<file path="src/rtl/mem_arb_pkg.sv">
// Shared widths, FSM state encoding and the latched memory command for the
// instruction/data memory port arbiter.
package mem_arb_pkg;

  localparam int unsigned XLEN = 64;
  localparam int unsigned ILEN = 32;
  localparam int unsigned AW   = 32;

  typedef enum logic [1:0] {
    IDLE   = 2'd0,
    BUSY_I = 2'd1,
    BUSY_D = 2'd2
  } arb_state_e;

  // Request held on the memory side for the whole transaction
  typedef struct packed {
    logic            we;
    logic [AW-1:0]   addr;
    logic [XLEN-1:0] wdata;
  } mem_cmd_t;

endpackage

</file>
<file path="src/rtl/mem_port_arbiter_if.sv">
// Pipeline-facing fetch/data ports plus the single shared memory port.
interface mem_port_arbiter_if;
  import mem_arb_pkg::*;

  logic            halt;
  logic            if_req;
  logic [AW-1:0]   if_addr;
  logic [ILEN-1:0] if_rdata;
  logic            if_valid;
  logic            d_req;
  logic            d_we;
  logic [AW-1:0]   d_addr;
  logic [XLEN-1:0] d_wdata;
  logic [XLEN-1:0] d_rdata;
  logic            d_valid;
  logic            m_req;
  logic            m_we;
  logic [AW-1:0]   m_addr;
  logic [XLEN-1:0] m_wdata;
  logic [XLEN-1:0] m_rdata;
  logic            m_ready;
  logic            stall_if;
  logic            stall_mem;
  logic            bus_err;

  // Arbiter side
  modport slave (
    input  halt, if_req, if_addr, d_req, d_we, d_addr, d_wdata, m_rdata, m_ready,
    output if_rdata, if_valid, d_rdata, d_valid, m_req, m_we, m_addr, m_wdata,
           stall_if, stall_mem, bus_err
  );

  // Pipeline + memory environment side
  modport master (
    output halt, if_req, if_addr, d_req, d_we, d_addr, d_wdata, m_rdata, m_ready,
    input  if_rdata, if_valid, d_rdata, d_valid, m_req, m_we, m_addr, m_wdata,
           stall_if, stall_mem, bus_err
  );

endinterface

</file>
<file path="src/rtl/mem_arb_watchdog.sv">
// Counts consecutive BUSY cycles; expired flags the TIMEOUT-th one.
module mem_arb_watchdog #(
  parameter int unsigned TIMEOUT = 64
) (
  input  logic clk,
  input  logic rst,
  input  logic clear,
  input  logic enable,
  output logic expired
);

  localparam int unsigned CW = (TIMEOUT > 1) ? $clog2(TIMEOUT) : 1;
  localparam logic [CW-1:0] LAST = CW'(TIMEOUT - 1);

  logic [CW-1:0] cnt;

  always_ff @(posedge clk) begin
    if (rst) begin
      cnt <= '0;
    end else if (clear) begin
      cnt <= '0;
    end else if (enable && (cnt != LAST)) begin
      cnt <= cnt + CW'(1);
    end
  end

  assign expired = enable && (cnt == LAST);

endmodule

</file>
<file path="src/rtl/mem_port_arbiter.sv">
// Arbitrates IF and MEM-stage requests onto one memory port, data first,
// with an anti-starvation override for fetch and a BUSY watchdog.
module mem_port_arbiter
  import mem_arb_pkg::*;
#(
  parameter int unsigned STARVE_LIMIT = 4,
  parameter int unsigned TIMEOUT      = 64
) (
  input logic              clk,
  input logic              rst,
  mem_port_arbiter_if.slave bus
);

  localparam int unsigned SW = $clog2(STARVE_LIMIT + 1);
  localparam logic [SW-1:0] STARVE_MAX = SW'(STARVE_LIMIT);

  arb_state_e      state_q, state_d;
  logic [SW-1:0]   starve_q, starve_d;
  mem_cmd_t        cmd_q, cmd_d;
  logic            m_req_q, m_req_d;
  logic            if_valid_q, if_valid_d;
  logic            d_valid_q, d_valid_d;
  logic            bus_err_q, bus_err_d;
  logic [ILEN-1:0] if_rdata_q, if_rdata_d;
  logic [XLEN-1:0] d_rdata_q, d_rdata_d;
  logic            grant_i, grant_d, starve_hit;
  logic            wd_expired;

  mem_arb_watchdog #(.TIMEOUT(TIMEOUT)) u_watchdog (
    .clk    (clk),
    .rst    (rst),
    .clear  (state_q == IDLE),
    .enable (state_q != IDLE),
    .expired(wd_expired)
  );

  always_ff @(posedge clk) begin
    if (rst) state_q <= IDLE;
    else     state_q <= state_d;
  end

  // Grant decision, completion handling and next values of all registered outputs
  always_comb begin
    state_d    = state_q;
    starve_d   = starve_q;
    cmd_d      = cmd_q;
    if_valid_d = 1'b0;
    d_valid_d  = 1'b0;
    bus_err_d  = 1'b0;
    if_rdata_d = if_rdata_q;
    d_rdata_d  = d_rdata_q;
    grant_i    = 1'b0;
    grant_d    = 1'b0;
    starve_hit = (starve_q >= STARVE_MAX);

    case (state_q)
      IDLE: begin
        if (bus.if_req && !bus.halt && (!bus.d_req || starve_hit)) grant_i = 1'b1;
        else if (bus.d_req)                                         grant_d = 1'b1;
        if (grant_i) begin
          state_d    = BUSY_I;
          cmd_d.we   = 1'b0;
          cmd_d.addr = bus.if_addr;
        end else if (grant_d) begin
          state_d = BUSY_D;
          cmd_d   = '{we: bus.d_we, addr: bus.d_addr, wdata: bus.d_wdata};
        end
      end
      BUSY_I, BUSY_D: begin
        if (bus.m_ready || wd_expired) begin
          state_d   = IDLE;
          bus_err_d = !bus.m_ready;
          if (state_q == BUSY_I) begin
            if_valid_d = 1'b1;
            if_rdata_d = bus.m_ready ? bus.m_rdata[ILEN-1:0] : '0;
          end else begin
            d_valid_d = 1'b1;
            // stores never disturb the last load result
            if (!cmd_q.we) d_rdata_d = bus.m_ready ? bus.m_rdata : '0;
          end
        end
      end
      default: state_d = IDLE;
    endcase

    if (grant_i || !bus.if_req)   starve_d = '0;
    else if (grant_d && !starve_hit) starve_d = starve_q + SW'(1);

    m_req_d = (state_d != IDLE);
  end

  always_ff @(posedge clk) begin
    if (rst) begin
      starve_q   <= '0;
      cmd_q      <= '0;
      m_req_q    <= 1'b0;
      if_valid_q <= 1'b0;
      d_valid_q  <= 1'b0;
      bus_err_q  <= 1'b0;
      if_rdata_q <= '0;
      d_rdata_q  <= '0;
    end else begin
      starve_q   <= starve_d;
      cmd_q      <= cmd_d;
      m_req_q    <= m_req_d;
      if_valid_q <= if_valid_d;
      d_valid_q  <= d_valid_d;
      bus_err_q  <= bus_err_d;
      if_rdata_q <= if_rdata_d;
      d_rdata_q  <= d_rdata_d;
    end
  end

  assign bus.m_req     = m_req_q;
  assign bus.m_we      = cmd_q.we;
  assign bus.m_addr    = cmd_q.addr;
  assign bus.m_wdata   = cmd_q.wdata;
  assign bus.if_valid  = if_valid_q;
  assign bus.if_rdata  = if_rdata_q;
  assign bus.d_valid   = d_valid_q;
  assign bus.d_rdata   = d_rdata_q;
  assign bus.bus_err   = bus_err_q;
  assign bus.stall_if  = bus.if_req & ~if_valid_q;
  assign bus.stall_mem = bus.d_req & ~d_valid_q;

endmodule

</file>
<file path="src/flat_wrapper.sv">
// flat-port wrapper written by rule: the top's interface ports become plain ports
module mem_port_arbiter_flat import mem_arb_pkg::*;
#(
  parameter int unsigned STARVE_LIMIT = 4,
  parameter int unsigned TIMEOUT      = 64
)
  (clk, rst, bus_halt, bus_if_req, bus_if_addr, bus_d_req, bus_d_we, bus_d_addr, bus_d_wdata, bus_m_rdata, bus_m_ready, bus_if_rdata, bus_if_valid, bus_d_rdata, bus_d_valid, bus_m_req, bus_m_we, bus_m_addr, bus_m_wdata, bus_stall_if, bus_stall_mem, bus_bus_err);
  mem_port_arbiter_if bus_i ();
  input logic clk;
  input logic rst;
  input wire logic [$bits(bus_i.halt)-1:0] bus_halt;
  input wire logic [$bits(bus_i.if_req)-1:0] bus_if_req;
  input wire logic [$bits(bus_i.if_addr)-1:0] bus_if_addr;
  input wire logic [$bits(bus_i.d_req)-1:0] bus_d_req;
  input wire logic [$bits(bus_i.d_we)-1:0] bus_d_we;
  input wire logic [$bits(bus_i.d_addr)-1:0] bus_d_addr;
  input wire logic [$bits(bus_i.d_wdata)-1:0] bus_d_wdata;
  input wire logic [$bits(bus_i.m_rdata)-1:0] bus_m_rdata;
  input wire logic [$bits(bus_i.m_ready)-1:0] bus_m_ready;
  output wire logic [$bits(bus_i.if_rdata)-1:0] bus_if_rdata;
  output wire logic [$bits(bus_i.if_valid)-1:0] bus_if_valid;
  output wire logic [$bits(bus_i.d_rdata)-1:0] bus_d_rdata;
  output wire logic [$bits(bus_i.d_valid)-1:0] bus_d_valid;
  output wire logic [$bits(bus_i.m_req)-1:0] bus_m_req;
  output wire logic [$bits(bus_i.m_we)-1:0] bus_m_we;
  output wire logic [$bits(bus_i.m_addr)-1:0] bus_m_addr;
  output wire logic [$bits(bus_i.m_wdata)-1:0] bus_m_wdata;
  output wire logic [$bits(bus_i.stall_if)-1:0] bus_stall_if;
  output wire logic [$bits(bus_i.stall_mem)-1:0] bus_stall_mem;
  output wire logic [$bits(bus_i.bus_err)-1:0] bus_bus_err;
  assign bus_i.halt = bus_halt;
  assign bus_i.if_req = bus_if_req;
  assign bus_i.if_addr = bus_if_addr;
  assign bus_i.d_req = bus_d_req;
  assign bus_i.d_we = bus_d_we;
  assign bus_i.d_addr = bus_d_addr;
  assign bus_i.d_wdata = bus_d_wdata;
  assign bus_i.m_rdata = bus_m_rdata;
  assign bus_i.m_ready = bus_m_ready;
  assign bus_if_rdata = bus_i.if_rdata;
  assign bus_if_valid = bus_i.if_valid;
  assign bus_d_rdata = bus_i.d_rdata;
  assign bus_d_valid = bus_i.d_valid;
  assign bus_m_req = bus_i.m_req;
  assign bus_m_we = bus_i.m_we;
  assign bus_m_addr = bus_i.m_addr;
  assign bus_m_wdata = bus_i.m_wdata;
  assign bus_stall_if = bus_i.stall_if;
  assign bus_stall_mem = bus_i.stall_mem;
  assign bus_bus_err = bus_i.bus_err;
  mem_port_arbiter #(.STARVE_LIMIT(STARVE_LIMIT), .TIMEOUT(TIMEOUT)) u_core (.clk(clk), .rst(rst), .bus(bus_i));
endmodule
</file>
<file path="config.mk">
export PLATFORM = sky130hd
export DESIGN_NAME = mem_port_arbiter_flat
export DESIGN_NICKNAME = d
export VERILOG_FILES = /design/src/rtl/mem_arb_pkg.sv /design/src/rtl/mem_port_arbiter_if.sv /design/src/rtl/mem_arb_watchdog.sv /design/src/rtl/mem_port_arbiter.sv /design/src/flat_wrapper.sv
export SDC_FILE = /design/constraint.sdc
export NUM_CORES = 1
export LEC_CHECK = 0
export BUFFER_PORTS_ARGS = -buffer_cell sky130_fd_sc_hd__buf_2
export CORE_AREA = 4 4 154 156
export CTS_CLUSTER_DIAMETER = 30
export DETAILED_ROUTE_END_ITERATION = 10
export DIE_AREA = 0 0 158 160
export PLACE_DENSITY = 0.67
export SLEW_MARGIN = 20
export SYNTH_ARGS = -nofsm -noshare
export SYNTH_HDL_FRONTEND = slang
export SYNTH_SLANG_ARGS = --single-unit
</file>
<file path="constraint.sdc">
create_clock -name clk -period 3.4 [get_ports clk]
set_input_delay 0.34 -clock clk [delete_from_list [all_inputs] [get_ports clk]]
set_output_delay 0.34 -clock clk [all_outputs]
set_load 0.02 [all_outputs]
</file>
==> results list <==
- Outcome: complete, no violations
- Total negative setup slack: 0 ns
- When the netlist entered floorplanning its net count stood at around 1200.
- Max_cap viols: 0
- Entering global routing, the biggest net connects 132 pins.
- Once layout is complete, the cells apart from fillers number 1635.
- Counting instances, the worst hold path has a depth of 3.
- Dividing the detail-routed via count by the number of cells gives about 5.
- Antenna diodes: 0
- Capture endpoint of the worst hold path: u_core.bus.d_rdata[62]
- Measured against its own limit, the worst slew margin works out to 0.340.
- The synthesized design contains 208 register bits.
- In this run, the number of DRC markers left after iteration 0 of detailed routing was 483.
- Global routing finished with a remaining overflow of 0.
- Signal arrival time at the worst endpoint: 2.74 ns
- The number of buffers and inverters on the critical path is 2.
- Summing every instance area after synthesis gives 0.00779 mm2.
- The max-slew violation count came to 0.
- The wire-length estimate of the detail-placed layout is 17800 um.
- Seq/Total Area, Yosys: 0.535
* GP Congestion: 0.811
- Number of CTS-inserted buffers: 43
- Counting flops with a built-in enable in the synthesized netlist gives 0.
- The clock arrives with 0.0150 ns of skew.
- Critical setup path kind: register to register
- Gates resized during post-CTS repair numbered 0.
* Crit-path leading delay family: simple AND/OR/NAND/NOR gates
* Ports: 398
- Avg Inst Size Synth: about 8.2 um2
* Power Density: 701 mW/mm2
- After layout, the minimum clock period comes to between 2 and 2.5 ns.
* Starting density of the core: 0.348
- The library cell used most frequently in the layout, excluding fill and tap cells, is sky130_fd_sc_hd__buf_2.
- Predominant post-synthesis flop cell: sky130_fd_sc_hd__dfxtp_1
- For flop-to-flop paths, the worst setup slack is 1.07 ns.
* Worst path max stage delay: 0.63 ns
- Maximum clock rate: about 430 MHz
- Clock input transition at the sequential cells of the worst setup and hold paths: 0.05 ns
- The region available for standard cell placement spans 0.0224 mm2.
- Input and output buffers added on the ports amount to 397.
- Data on the critical path is required at its endpoint by ~3.8 ns.
* Die Ht: 160 um
- Worst-path maximum fanout: 32
- For this run, asynchronously set or reset flops after synthesis account for 0.
* Unrepaired setup endpoints after global routing: false
- Sequence of cells on the critical path: inv_1, ha_1, nor3b_1, and2_2, buf_4, nand2_1, a21oi_1
- Net total in the final layout: 1525
* Overall routed net length: 25500 um
* Slowest library cell on the worst path: sky130_fd_sc_hd__and2_2
- Die Area: ~0.025 mm2
- Cell count after synthesis: about 940
- Yosys mapped the design onto 45 distinct sky130hd cell types.
* Fraction of the core area covered by cells at the end of the flow: 0.510
- Setup violation total in the final timing report: 0
- Clock tree from TritonCTS: yes
- Number of antenna violations at the first check in global routing: 0
- The later pin in the worst-skew pair is clocked with a latency of 0.51 ns.
* Part of the cycle the worst path needs: 0.684
- Worst Hold Launch: bus_m_rdata[62]
* Worst-case reg-to-reg path depth: 7
* DRC viols: 0
- The via count of the first global-routing pass was 7566.
* Average wire per cell in the routed design: 15.6 um
- Across every metal layer, demand over resource in global routing totals 0.186.
- Peak supply drop: roughly 320 uV
- CTS max path bufs: 3
- Number of antenna-violating nets in the routed design: 0
- Summed over all cells, the static leakage comes to 5.20 nW.
- Category of the worst setup path launch point: register
* Relative area change from synthesis to final layout: 46.4%
- The worst register-to-register path begins at u_core.state_q[0].
- For the pin with the worst max-slew slack, the measured transition is about 1 ns.
* Most used cells in the layout excluding fill and tap cells: 396 x sky130_fd_sc_hd__buf_2, 228 x sky130_fd_sc_hd__nand2_1, 208 x sky130_fd_sc_hd__dfxtp_1
- Final Hold Vio Count: 0
- Capturing element type of the critical path: register
- Pwr Total: 0.00799 W
- Counting the fill cells in the layout gives around 2100.
- The die is 158 um wide.
* FP Rows: 55
- Share of cells above drive strength 1: 0.373
- The number of placed instances, taps included, is ~1600.
- Number of levels the H-tree was split into: 2
- Post-CTS Setup Bufs: 0
- The number of hold buffers added after CTS was 0.
- HP Class: primary input to register
- Worst reg2reg endpoint: u_core.bus.d_rdata[60]
* Wire length of the first global-routing pass: 39000 um
* Clock Sinks: 208
* Yosys Warn Count: 0
- Total vias in the final route: 7986
- The root buffer cell chosen for the clock tree is sky130_fd_sc_hd__clkbuf_16.
- Number of search-and-repair iterations in the first detailed-routing pass: 5
how the worst max path moves through the flow:
stage                            from  depth (start not counted)                     end  slack, ns
detailed placement  u_core.state_q[0]                          5  u_core.bus.d_rdata[51]       1.09
finish              u_core.state_q[0]                          7  u_core.bus.d_rdata[60]       1.07
floorplan           u_core.state_q[0]                          7  u_core.bus.d_rdata[38]       1.56
global route        u_core.state_q[1]                          7  u_core.bus.d_rdata[60]       0.80
global placement    u_core.state_q[0]                          5  u_core.bus.d_rdata[55]       1.14
CTS                 u_core.state_q[0]                          5  u_core.bus.d_rdata[43]       1.07
cell type report:
class / instances / area [um2] / area share
clock inverter: 27 / 335 / 0.0294
tap: 285 / 357 / 0.0313
timing repair buffer: 413 / 2130 / 0.187
clock buffer: 49 / 1180 / 0.104
inverter: 6 / 22.5 / 0.00198
sequential: 208 / 4160 / 0.365
multi-input combinational: 647 / 3210 / 0.282
metrics by stage:
step	worst slack [ns]	hold WS (ns)	instance area (um2)
2_1_floorplan	1.56	0.450	7790
3_3_place_gp	1.14	0.439	9880
3_5_place_dp	1.09	0.443	9880
4_1_cts	1.07	0.0470	11400
5_1_grt	0.805	0.0583	11400
6_report	1.07	0.0670	11400
routing by layer:
metal | global-route usage | up-vias | wire [um]
met5 | 0 | - | 0
met4 | 0.0663 | 0 | 793
met3 | 0.0509 | 65 | 2150
met2 | 0.317 | 345 | 12300
met1 | 0.225 | 3595 | 10200
li1 | - | 3981 | -
synth_stat cells (all sizes together), types with 2 or more instances:
cell,n,area [um2]
or2,2,12.5
xnor2,4,35.0
a31oi,3,33.8
or3b,2,17.5
dfxtp,208,4160
nand3,4,20.0
nor2,40,150
and2,5,31.3
ha,7,87.6
clkbuf,54,213
buf,29,188
nor2b,4,25.0
a221oi,32,280
o221a,2,22.5
inv,6,22.5
nand2b,2,12.5
a21oi,167,840
nand2,229,862
o21ai,97,493
nor3,34,170
kinds of logic after synthesis:
kind of cell,count (synthesis),share of synthesized area
compound gates,306,0.219
xor+xnor,4,0.00450
fa+ha+maj,7,0.0112
buf+inv,89,0.0543
flops,208,0.535
simple gates,330,0.176
report_power, final:
part | internal (W) | total (W) | switching, W
combinational | 0.000348 | 0.00100 | 0.000655
clock | 0.00295 | 0.00431 | 0.00136
sequential | 0.00260 | 0.00267 | 0.0000727
total | 0.00590 | 0.00799 | 0.00209
sequential cells by signal (all words and copies together) (netlist names):
register and flops:
u_core.bus.d_rdata 64, u_core.bus.m_wdata 64, u_core.bus.if_rdata 32, u_core.bus.m_addr 32, u_core.u_watchdog.cnt 6, u_core.starve_q 3, u_core.state_q 2, u_core.bus.bus_err 1
u_core.bus.d_valid 1, u_core.bus.if_valid 1, u_core.bus.m_req 1, u_core.bus.m_we 1
worst register-to-register path, cell delays in order (launching register included):
cell and delay [ns]:
sky130_fd_sc_hd__dfxtp_1 0.40, sky130_fd_sc_hd__inv_1 0.06, sky130_fd_sc_hd__ha_1 0.34, sky130_fd_sc_hd__nor3b_1 0.27, sky130_fd_sc_hd__and2_2 0.63, sky130_fd_sc_hd__buf_4 0.33, sky130_fd_sc_hd__nand2_1 0.09, sky130_fd_sc_hd__a21oi_1 0.12
Note: power is estimated with default switching activity, not from simulation.
